## src/rtl/door_pkg.sv

```systemverilog
// Shared definitions for the door input front end and the door-control FSM.
package door_pkg;

    // Bit positions of each door input within raw_in / clean_out / rise_pulse.
    localparam int CH_SEN = 0;  // presence sensor
    localparam int CH_SE  = 1;  // emergency / stop
    localparam int CH_LA  = 2;  // open limit switch
    localparam int CH_LC  = 3;  // close limit switch

    // Default sizing for the conditioner.
    localparam int N_CH_DEFAULT        = 4;
    localparam int SYNC_STAGES_DEFAULT = 2;
    localparam int DB_CYCLES_DEFAULT   = 16;

endpackage

```

## src/rtl/debounce_ch.sv

```systemverilog
// One conditioned channel: synchroniser chain, debounce counter,
// clean level and a registered rising-edge strobe.
module debounce_ch #(
    parameter int SYNC_STAGES = 2,
    parameter int DB_CYCLES   = 16
) (
    input  logic clk,
    input  logic rst_n,
    input  logic ena,
    input  logic raw_in,
    output logic clean_out,
    output logic rise_pulse
);

    localparam int                CNT_W  = $clog2(DB_CYCLES);
    localparam logic [CNT_W-1:0] CNT_MAX = CNT_W'(DB_CYCLES - 1);
    localparam logic [CNT_W-1:0] CNT_ONE = CNT_W'(1);

    logic [SYNC_STAGES-1:0] sync_q, sync_d;
    logic [CNT_W-1:0]       cnt_q, cnt_d;
    logic                   clean_q, clean_d;
    logic                   rise_q, rise_d;
    logic                   s_bit;

    // Last synchroniser stage is the level the debouncer looks at.
    assign s_bit = sync_q[SYNC_STAGES-1];

    // Synchroniser shifts every cycle regardless of ena; debounce only when enabled.
    always_comb begin
        sync_d  = {sync_q[SYNC_STAGES-2:0], raw_in};
        cnt_d   = cnt_q;
        clean_d = clean_q;
        rise_d  = 1'b0;
        if (ena) begin
            if (s_bit == clean_q) begin
                cnt_d = '0;
            end else if (cnt_q == CNT_MAX) begin
                // DB_CYCLES consecutive differing samples: accept the new level.
                clean_d = s_bit;
                cnt_d   = '0;
            end else begin
                cnt_d = cnt_q + CNT_ONE;
            end
            rise_d = clean_d & ~clean_q;
        end
    end

    // State registers with asynchronous active-low reset.
    always_ff @(posedge clk or negedge rst_n) begin
        if (!rst_n) begin
            sync_q  <= '0;
            cnt_q   <= '0;
            clean_q <= 1'b0;
            rise_q  <= 1'b0;
        end else begin
            sync_q  <= sync_d;
            cnt_q   <= cnt_d;
            clean_q <= clean_d;
            rise_q  <= rise_d;
        end
    end

    assign clean_out  = clean_q;
    assign rise_pulse = rise_q;

endmodule

```

## src/rtl/door_input_conditioner.sv

```systemverilog
// Door input front end: per-channel synchronise/debounce plus a sticky
// fault for both limit switches reading active at once.
module door_input_conditioner
    import door_pkg::*;
#(
    parameter int N_CH        = N_CH_DEFAULT,
    parameter int SYNC_STAGES = SYNC_STAGES_DEFAULT,
    parameter int DB_CYCLES   = DB_CYCLES_DEFAULT
) (
    input  logic            clk,
    input  logic            rst_n,
    input  logic            ena,
    input  logic [N_CH-1:0] raw_in,
    input  logic            fault_clr,
    output logic [N_CH-1:0] clean_out,
    output logic [N_CH-1:0] rise_pulse,
    output logic            fault
);

    logic fault_q, fault_d;
    logic limits_both;

    // Independent conditioner per door input.
    generate
        for (genvar gi = 0; gi < N_CH; gi++) begin : g_ch
            debounce_ch #(
                .SYNC_STAGES (SYNC_STAGES),
                .DB_CYCLES   (DB_CYCLES)
            ) u_ch (
                .clk        (clk),
                .rst_n      (rst_n),
                .ena        (ena),
                .raw_in     (raw_in[gi]),
                .clean_out  (clean_out[gi]),
                .rise_pulse (rise_pulse[gi])
            );
        end
    endgenerate

    assign limits_both = clean_out[CH_LA] & clean_out[CH_LC];

    // Sticky fault: the set condition beats a concurrent clear; clear works even when disabled.
    always_comb begin
        fault_d = fault_q;
        if (ena && limits_both) begin
            fault_d = 1'b1;
        end else if (fault_clr && !limits_both) begin
            fault_d = 1'b0;
        end
    end

    // Fault register with asynchronous active-low reset.
    always_ff @(posedge clk or negedge rst_n) begin
        if (!rst_n) begin
            fault_q <= 1'b0;
        end else begin
            fault_q <= fault_d;
        end
    end

    assign fault = fault_q;

endmodule

```

## config.mk

```make
export PLATFORM = sky130hd
export DESIGN_NAME = door_input_conditioner
export DESIGN_NICKNAME = d
export VERILOG_FILES = /design/src/rtl/door_pkg.sv /design/src/rtl/debounce_ch.sv /design/src/rtl/door_input_conditioner.sv
export SDC_FILE = /design/constraint.sdc
export NUM_CORES = 1
export LEC_CHECK = 0
export BUFFER_PORTS_ARGS = -buffer_cell sky130_fd_sc_hd__buf_4
export CAP_MARGIN = 40
export CORE_UTILIZATION = 56
export DETAILED_ROUTE_END_ITERATION = 8
export HOLD_SLACK_MARGIN = 0.05
export PLACE_DENSITY = 0.84
export SYNTH_ARGS = -nofsm -noshare
export SYNTH_HDL_FRONTEND = slang
export SYNTH_HIERARCHICAL = 1
export SYNTH_SLANG_ARGS = --single-unit
```

## constraint.sdc

```tcl
create_clock -name clk -period 1.55 [get_ports clk]
set_clock_uncertainty 0.2 [all_clocks]
set_input_delay 0.31 -clock clk [delete_from_list [all_inputs] [get_ports clk]]
set_output_delay 0.31 -clock clk [all_outputs]
set_load 0.1 [all_outputs]
```

# After elaboration in Yosys (flattened, before gate mapping)

Cells that the tools add are included.
W data, S select, Z words.

Flip-flop bits (word level): 33
Bits of input ports: 8
Output and inout port bits: 9
Logic and storage cells: 68

Add/sub/neg operators: 4
Eq/ne operators: 8
Mux-type cells: 26
Bitwise operators: 9
Reduce and logical (&&, ||, !) cells: 4

Operator list:

| kind                  | number |
|---|---|
| $mux W4               | 8 |
| $mux W1               | 18 |
| $add A4 B1 Y4 const B | 4 |
| $eq A4 B4 Y1 const B  | 4 |
| $and A1 B1 Y1         | 5 |
| $eq A1 B1 Y1          | 4 |
| $not A1 Y1            | 4 |
| $logic_and A1 B1 Y1   | 2 |
| $reduce_bool A2 Y1    | 1 |
| $logic_not A1 Y1      | 1 |

# Logic depth before layout (Yosys ltp)

Gate-level depths: netlist of run 1.

Depth in word-level cells: 6
Gate-level depth with buffers: 4

# Cells and area by module

Netlist of run 1, hierarchy kept.

By module, submodules not included:

| module                 | times used | cells each | area an instance (um^2) | sequential area each (um^2) |
|---|---|---|---|---|
| debounce_ch            | 4          | 33         | 362.8                   | 200.2 |
| door_input_conditioner | 1          | 4          | 46.3                    | 25.0 |

# Worst setup path after synthesis of run 1

OpenSTA, ideal clock, no wires.

Kind: register to register
Start: register g_ch[3].u_ch.clean_q
End: register g_ch[3].u_ch.cnt_q[2]
Setup time: 0.125 ns
Data arrival time: 1.458 ns
Path slack: -0.233 ns
Cell stages (with the launch flop): 4
Path buffers: 0
Clock period less this slack: 1.783 ns
Path through: dfrtp_1 xor2_2 a21boi_1 o22ai_1

Cells in the longest elaborated chain, start to end: 2

RTL lines:

| item                     | line              | text |
|---|---|---|
| start: declaration       | debounce_ch.sv:21 | `logic clean_q, clean_d;` |
| start signal: assignment | debounce_ch.sv:58 | `clean_q <= clean_d;` |
| $eq A1 B1 Y1             | debounce_ch.sv:35 | `if (s_bit == clean_q) begin` |
| $mux W4                  | debounce_ch.sv:35 |  |
| end signal: assignment   | debounce_ch.sv:57 | `cnt_q <= cnt_d;` |
| end: declaration         | debounce_ch.sv:20 | `logic [CNT_W-1:0] cnt_q, cnt_d;` |

Every way passes these cells.
A chain may end at the register's enable or synchronous reset.

# Final worst setup path of run 1

Start: register fault_q, in the netlist fault
End: output port fault

RTL lines:

| item                     | line                         | text |
|---|---|---|
| start: declaration       | door_input_conditioner.sv:20 | `logic fault_q, fault_d;` |
| start signal: assignment | door_input_conditioner.sv:57 | `fault_q <= fault_d;` |
| end: declaration         | door_input_conditioner.sv:17 | `output logic fault` |

No word-level cell between the ends.

==> out/summary.log, run 1 <==
[run_status] outcome finished, final reports clean
[floorplanning] number of primary I/O pins 17
[final_layout] count of nets after finishing 178
[timing] final count of pins violating max slew 0
[critical_path] worst setup path category register to output pin
[timing] Peak Freq 0.666 GHz
[worst_hold_path] Min-Delay Startpoint g_ch[2].u_ch/sync_q[0]
[final_layout] share of cells above drive strength 1 25.7%
[critical_path] number of buffer and inverter stages on the critical path 1
[yosys] count of state elements after synthesis 33
[place] HPWL after detailed placement 1730 µm
[timing] final worst setup slack 0.0482 ns
[yosys] count of cell types in the netlist 19
[critical_path] r2r endpoint g_ch[2].u_ch/clean_out
[timing] final setup violation count 0
[timing] time the final worst path needs with I/O delays and setup 1.50 ns
[floorplanning] horizontal extent of the die 53.7 µm
[critical_path] worst setup slack for register-to-register paths 0.06 ns
[final_layout] final-layout fill cell count 167
[yosys] share of synthesized flip-flops with an asynchronous set or reset 100%
[global_route] vias in the first global route 1051
[clock_tree] clock root buffer sky130_fd_sc_hd__clkbuf_4
[yosys] sequential share of the synthesized area 55.1%
[critical_path] crit path cell chain buf_6
[pwr] leakage dissipation 0.000864 µW
[global_route] aggregate global-route resource usage 22.3%
[final_layout] Register Area 831 µm²
[critical_path] Crit path max-delay family flip-flops
[floorplanning] core area 0.00250 mm²
[worst_hold_path] Endpoint, Worst Hold g_ch[2].u_ch/sync_q[1]
[run] Max-Cap Viols 0
[timing] part of the cycle the worst path needs 96.9%
[global_route] largest net degree at the start of global routing 34
[critical_path] Worst setup SP type register
[final_layout] final cell count without fillers 197
[place] Setup WS pre-CTS 0.0809 ns
[detailed_routing] antenna violation net count after detailed routing 0
[place] number of placed instances, taps included 179
[yosys] number of warning messages in the yosys log 6
[critical_path] slowest cell delay on critical path 0.42 ns
[place] placer's final routability congestion estimate 0.798
[critical_path] Req. time, crit path 1.04 ns
[pwr] Power Total 1680 µW
[yosys] number of enable-type register cells in the synthesized netlist 0
[critical_path] cell at the slowest stage of the critical path sky130_fd_sc_hd__dfrtp_1
[timing] transition time at the pin with the least slew margin 0.406 ns
[critical_path] critical path endpoint category output pin
[clock_tree] number of buffers between clock root and the deepest sink 2
[detailed_routing] Initial DRT Pass Iterations 4
[clock_tree] total number of clock tree sinks 33
[pwr] worst vdd rail ir drop 777 µV
[clock_tree] number of buffers added by the clock tree synthesis step 5
[detailed_routing] total wirelength of the detailed-routed design 2780 µm
[floorplanning] number of rows created at floorplan 18
[detailed_routing] via count 1107
[timing] number of failing hold endpoints at the final stage 0
[clock_tree] clock insertion delay at the later pin of the skew report 0.33 ns
[pwr] power density over the cells 917 mW/mm²
[final_layout] area growth from synthesis to final layout 22.2%
[floorplanning] initial core utilization 59.9%
[yosys] number of cells produced by synthesis 136
[critical_path] length in cells of the worst reg-to-reg path 3
[global_route] antenna violations before repair 0
[floorplanning] Die Y-Extent 53.7 µm
[timing] Slew Limit Headroom 72.9%
[detailed_routing] Vias/cell 5.62
[clock_tree] clock slew at reported path FFs 0.09 ns
[clock_tree] TritonCTS clock tree built
[detailed_routing] total DRC errors in the routed layout 0
[place] number of buffer cells added on primary ports 16
[clock_tree] H-tree levels 2
[detailed_routing] Initial DRC Count 15
[detailed_routing] routed wirelength normalized by instance count 14.1 µm
[worst_hold_path] Worst Hold Class register to register
[critical_path] data arrival time of the critical path 0.99 ns
[critical_path] CP Max Fanout 3
[global_route] first-pass GRT wire length 4390 µm
[yosys] Synthesized Nets 148
[floorplanning] full die area 0.00289 mm²
[yosys] Syn Area/Cell 11.0 µm²
[yosys] most common flop cell mapped by yosys sky130_fd_sc_hd__dfrtp_1
[worst_hold_path] Worst Hold Depth 0
[yosys] cell area after synthesis 0.00150 mm²
[final_layout] antenna cell count 0
[global_route] GR Overflow Total 0
[final_layout] Multi-input gate area 581 µm²
[critical_path] launch point of the worst reg-to-reg path g_ch[2].u_ch/cnt_q[0]
## synthesized netlist by cell type, drive strengths merged, types with 5 or more instances
cell type | instances | area, µm²
nand2 | 12 | 45.0
o22ai | 8 | 50.1
o21ai | 5 | 25.0
nand3 | 16 | 80.1
inv | 17 | 63.8
dfrtp | 33 | 826
## area by class of cell
cell class / count / area share (%)
Timing Repair Buffer: 27 / 13.5
Clock buffer: 7 / 3.55
Sequential cell: 33 / 45.4
Multi-Input combinational cell: 82 / 31.7
Inverter: 17 / 3.49
Tap cell: 30 / 2.05
Clock inverter: 1 / 0.273
## per-layer routing
| layer | GRT usage (%) | vias to the layer above | wire [µm] |
|---|---|---|---|
| met5 | 0 | - | 0 |
| met2 | 37.4 | 30 | 1440 |
| met4 | 14.5 | 0 | 68 |
| met1 | 24.4 | 539 | 1160 |
| li1 | - | 530 | - |
| met3 | 6.50 | 8 | 114 |
## kinds of logic after synthesis
logic type | count (synthesis) | synth area share, %
simple gates | 44 | 16.4
mux | 4 | 3.01
fa+ha+maj | 4 | 3.34
xor+xnor | 4 | 4.34
compound gates | 26 | 11.5
flops | 33 | 55.1
buf+inv | 21 | 6.27
## where the power goes
group / internal [µW] / total (µW) / switching [µW]
sequential: 908 / 954 / 46.5
clock: 263 / 551 / 288
combinational: 76.8 / 175 / 97.7
total: 1250 / 1680 / 432
## sequential cells by signal, indices dropped and copies added (netlist names)
register,flops
fault,1
g_ch.u_ch/sync_q,8
g_ch.u_ch/clean_out,4
g_ch.u_ch/rise_pulse,4
g_ch.u_ch/cnt_q,16
## placed cells by master, fill, tap and decap left out
master	Yosys	routed
sky130_fd_sc_hd__a21boi_1	4	4
sky130_fd_sc_hd__a21oi_1	4	4
sky130_fd_sc_hd__and4b_1	4	4
sky130_fd_sc_hd__buf_4	4	16
sky130_fd_sc_hd__buf_6	0	2
sky130_fd_sc_hd__buf_8	0	3
sky130_fd_sc_hd__clkbuf_4	0	5
sky130_fd_sc_hd__clkbuf_8	0	2
sky130_fd_sc_hd__clkinv_2	0	1
sky130_fd_sc_hd__dfrtp_1	33	29
sky130_fd_sc_hd__dfrtp_2	0	4
sky130_fd_sc_hd__dlygate4sd3_1	0	6
sky130_fd_sc_hd__ha_1	4	3
sky130_fd_sc_hd__ha_2	0	1
sky130_fd_sc_hd__inv_1	17	17
sky130_fd_sc_hd__mux2_2	4	4
sky130_fd_sc_hd__nand2_1	12	12
sky130_fd_sc_hd__nand2b_1	4	4
sky130_fd_sc_hd__nand3_1	16	16
sky130_fd_sc_hd__nand4_1	4	4
sky130_fd_sc_hd__nor3b_1	4	4
sky130_fd_sc_hd__o2111ai_1	4	4
sky130_fd_sc_hd__o211ai_2	1	1
sky130_fd_sc_hd__o21ai_0	4	4
sky130_fd_sc_hd__o21ai_1	1	1
sky130_fd_sc_hd__o22ai_1	8	8
sky130_fd_sc_hd__xor2_2	4	4
## worst max-delay path by stage
stage | end | cells past startpoint | slack (ns) | from
4_1_cts | clean_out[3] | 1 | 0.0002 | g_ch[3].u_ch/clean_out
6_report | fault | 1 | 0.05 | fault
5_1_grt | g_ch[2].u_ch/clean_out | 3 | -0.01 | g_ch[2].u_ch/cnt_q[0]
2_1_floorplan | g_ch[3].u_ch/cnt_q[2] | 3 | 0.1 | g_ch[3].u_ch/clean_out
3_3_place_gp | g_ch[3].u_ch/clean_out | 3 | 0.10 | g_ch[3].u_ch/cnt_q[0]
3_5_place_dp | g_ch[2].u_ch/clean_out | 3 | 0.08 | g_ch[2].u_ch/cnt_q[0]
## per-stage QoR
step,hold WS (ns),utilization [%],setup TNS [ns],instance area (µm²)
global route,0.161,73.2,-0.0123,1830
floorplan,-0.186,-,0,1500
global placement,0.0661,65.5,0,1640
finish,0.164,73.2,0,1830
CTS,0.157,71.5,0,1790
detailed placement,0.0723,65.5,0,1640
## repair_timing
item                                    4_1_cts  5_1_grt
gates cloned                                  0        0
hold buffers                                  6        0
endpoints found under the setup margin        5        4
buffers inserted                              0        4
gates resized for setup                       5        4
hold endpoints to repair                     38        0
No activity file was read; power rests on OpenSTA's default activity.
==> run 2: changes to the inputs <==
Settings changed: ABC_CLOCK_PERIOD_IN_PS set to 1200, CORE_UTILIZATION 56 to 51, PLACE_DENSITY 0.84 to 0.81.
Clock period 1.55 ns to 1.2 ns, I/O delays scaled along.
==> run 2 against run 1 <==
The run now ends with setup timing left. Via count up 17%. Die area up 9.4%. Design area up 27%. Largest cell class unchanged.
==> out/summary.log, run 2 (synthesis results as in run 1) <==
[detailed_routing] total wirelength of the detailed-routed design 3970 µm [+43%]
[critical_path] cell at the slowest stage of the critical path sky130_fd_sc_hd__dfrtp_4
[global_route] aggregate global-route resource usage 26.9% [+4.6 points]
[run_status] outcome complete, but fails checks
[floorplanning] full die area 0.00316 mm² [+9.4%]
[worst_hold_path] Worst Hold Class primary input to register
[timing] post-route worst hold slack 0.0736 ns [-0.0909 ns]
[critical_path] Crit path max-delay family flip-flops
[timing] number of failing hold endpoints at the final stage 0 [unchanged]
[pwr] leakage dissipation 0.00105 µW [+21%]
[final_layout] count of nets after finishing 204 [+15%]
[place] Setup WS pre-CTS -0.149 ns [-0.229 ns]
[final_layout] area growth from synthesis to final layout 55.6%
[critical_path] number of buffer and inverter stages on the critical path 1 [unchanged]
[run] Max-Cap Viols 0 [unchanged]
[clock_tree] number of buffers added by the clock tree synthesis step 5 [unchanged]
[final_layout] share of cells above drive strength 1 51.8% [+26 points]
[final_layout] antenna cell count 0 [unchanged]
[critical_path] launch point of the worst reg-to-reg path g_ch[1].u_ch/clean_out
[timing] Peak Freq 0.672 GHz
[timing] setup repair after global routing missed its margin true
[clock_tree] TritonCTS clock tree built
[run_status] failing checks setup timing
[clock_tree] H-tree levels 2 [unchanged]
[final_layout] Largest register FFs 16 [unchanged]
[critical_path] Worst setup SP type register
[floorplanning] Die Y-Extent 56.2 µm [+4.6%]
[detailed_routing] via count 1290 [+17%]
[pwr] worst vdd rail ir drop 1400 µV [+81%]
[pwr] power density over the cells 1100 mW/mm² [+20%]
[timing] transition time at the pin with the least slew margin 0.413 ns [+0.00689 ns]
[final_layout] registers with the most flip-flops g_ch.u_ch/cnt_q x16, g_ch.u_ch/sync_q x8
[clock_tree] clock insertion delay at the later pin of the skew report 0.35 ns [+0.02 ns]
[place] HPWL after detailed placement 2110 µm [+22%]
[place] number of buffer cells added on primary ports 16 [unchanged]
[floorplanning] number of rows created at floorplan 19 [+1]
[timing] part of the cycle the worst path needs 124%
[timing] time the final worst path needs with I/O delays and setup 1.49 ns
[floorplanning] number of primary I/O pins 17 [unchanged]
[global_route] vias in the first global route 1310 [+25%]
[floorplanning] core area 0.00276 mm² [+10%]
[timing] Slew Limit Headroom 72.5% [-0.46 points]
[clock_tree] clock slew at reported path FFs 0.10 ns [about the same]
[global_route] first-pass GRT wire length 6260 µm [+43%]
[detailed_routing] Vias/cell 5.76 [+2.5%]
[critical_path] CP Max Fanout 2 [-1]
[timing] final worst setup slack -0.287 ns [-0.336 ns]
[critical_path] critical path endpoint category output pin
[floorplanning] horizontal extent of the die 56.2 µm [+4.6%]
[critical_path] worst setup slack for register-to-register paths -0.23 ns [-0.29 ns]
[detailed_routing] total DRC errors in the routed layout 0 [unchanged]
[detailed_routing] Initial DRC Count 61 [+46]
[critical_path] crit path cell chain buf_12
[detailed_routing] Initial DRT Pass Iterations 5 [+1]
[final_layout] commonest cells after routing, fill and taps aside sky130_fd_sc_hd__buf_4, sky130_fd_sc_hd__dfrtp_1, sky130_fd_sc_hd__inv_1, sky130_fd_sc_hd__nand3_1, sky130_fd_sc_hd__buf_6
[pwr] Power Total 2560 µW [+52%]
[detailed_routing] routed wirelength normalized by instance count 17.7 µm [+25%]
[critical_path] slowest cell delay on critical path 0.52 ns [+0.10 ns]
[clock_tree] total number of clock tree sinks 33 [unchanged]
[critical_path] r2r endpoint g_ch[1].u_ch/cnt_q[2]
[timing] final count of pins violating max slew 0 [unchanged]
[final_layout] most flop-heavy register g_ch.u_ch/cnt_q
[place] placer's final routability congestion estimate 0.760 [-4.7%]
[worst_hold_path] Min-Delay Startpoint ena
[critical_path] worst setup path category register to output pin
[detailed_routing] antenna violation net count after detailed routing 0 [unchanged]
[floorplanning] initial core utilization 54.3% [-5.6 points]
[critical_path] Req. time, crit path 0.76 ns [-0.28 ns]
[clock_tree] number of buffers between clock root and the deepest sink 2 [unchanged]
[critical_path] data arrival time of the critical path 1.05 ns [+0.06 ns]
[global_route] largest net degree at the start of global routing 34 [unchanged]
[worst_hold_path] Endpoint, Worst Hold g_ch[3].u_ch/rise_pulse
[timing] final setup violation count 34 [+34]
[final_layout] most common library cell in the layout ignoring fill and taps sky130_fd_sc_hd__buf_4
[worst_hold_path] Worst Hold Depth 3 [+3]
[global_route] GR Overflow Total 0 [unchanged]
[critical_path] length in cells of the worst reg-to-reg path 4 [+1]
[clock_tree] clock root buffer sky130_fd_sc_hd__clkbuf_4
[global_route] antenna violations before repair 0 [unchanged]
run 2: cell count changes in the layout (fill, tap and decap cells not counted), sizes merged:
cell         change
clkinv           -1
bufinv           +1
buf             +25
dlygate4sd3      +1
run 2: how the worst max path moves through the flow:
stage | startpoint | to | slack, ns | cells past startpoint
2_1_floorplan | g_ch[3].u_ch/clean_out | g_ch[3].u_ch/cnt_q[2] | -0.19 | 3
3_3_place_gp | g_ch[1].u_ch/cnt_q[1] | g_ch[1].u_ch/clean_out | -0.1 | 3
3_5_place_dp | g_ch[2].u_ch/cnt_q[1] | g_ch[2].u_ch/cnt_q[3] | -0.15 | 5
4_1_cts | g_ch[2].u_ch/clean_out | clean_out[2] | -0.28 | 1
5_1_grt | g_ch[3].u_ch/clean_out | clean_out[3] | -0.32 | 1
6_report | g_ch[3].u_ch/clean_out | clean_out[3] | -0.29 | 1
run 2: layout make-up:
type | instances | area, µm²
timing repair buffer | 53 | 512
clock buffer | 7 | 55.1
multi-input combinational | 82 | 783
fill | 135 | 428
inverter | 17 | 63.8
tap | 31 | 38.8
sequential | 33 | 847
clock inverter | 1 | 30.0
run 2: routing by layer:
| metal | vias to the layer above | GRT usage (%) | share of wire [%] |
|---|---|---|---|
| met5 | - | 0 | 0 |
| met1 | 628 | 34.4 | 40 |
| met4 | 0 | 13.2 | 3.6 |
| met2 | 57 | 41.3 | 50 |
| li1 | 589 | - | - |
| met3 | 16 | 8.84 | 6.3 |
run 2: where the power goes:
part / switching, µW / total (µW) / internal, µW / leakage, µW
Combinational: 223 / 435 / 212 / 0.000583
Clock: 392 / 889 / 497 / 0.0000455
Sequential: 63.5 / 1240 / 1170 / 0.000417
run 2: metrics by stage:
| step | area [µm²] | TNS, ns | instances | util [%] |
|---|---|---|---|---|
| after floorplan | 1590 | -2.45 | 136 | - |
| after global placement | 1860 | -0.606 | 198 | 67.5 |
| after detailed placement | 1860 | -1.06 | 198 | 67.5 |
| after CTS | 2230 | -5.19 | 219 | 80.8 |
| after global routing | 2330 | -6.94 | 224 | 84.5 |
| final | 2330 | -5.61 | 224 | 84.5 |
run 2: tightest hold or removal path: stages:
cell and delay (ns):
sky130_fd_sc_hd__buf_4 0.15, sky130_fd_sc_hd__nand4_1 0.14, sky130_fd_sc_hd__nor3b_2 0.06
run 2: timing repair:
action / in CTS / in global routing
endpoints found under the setup margin: 30 / 34
hold buffers: 7 / 0
resized for setup: 38 / 13
buffers inserted: 6 / 5
pin swaps: 8 / 11
endpoints found under the hold margin: 41 / 0
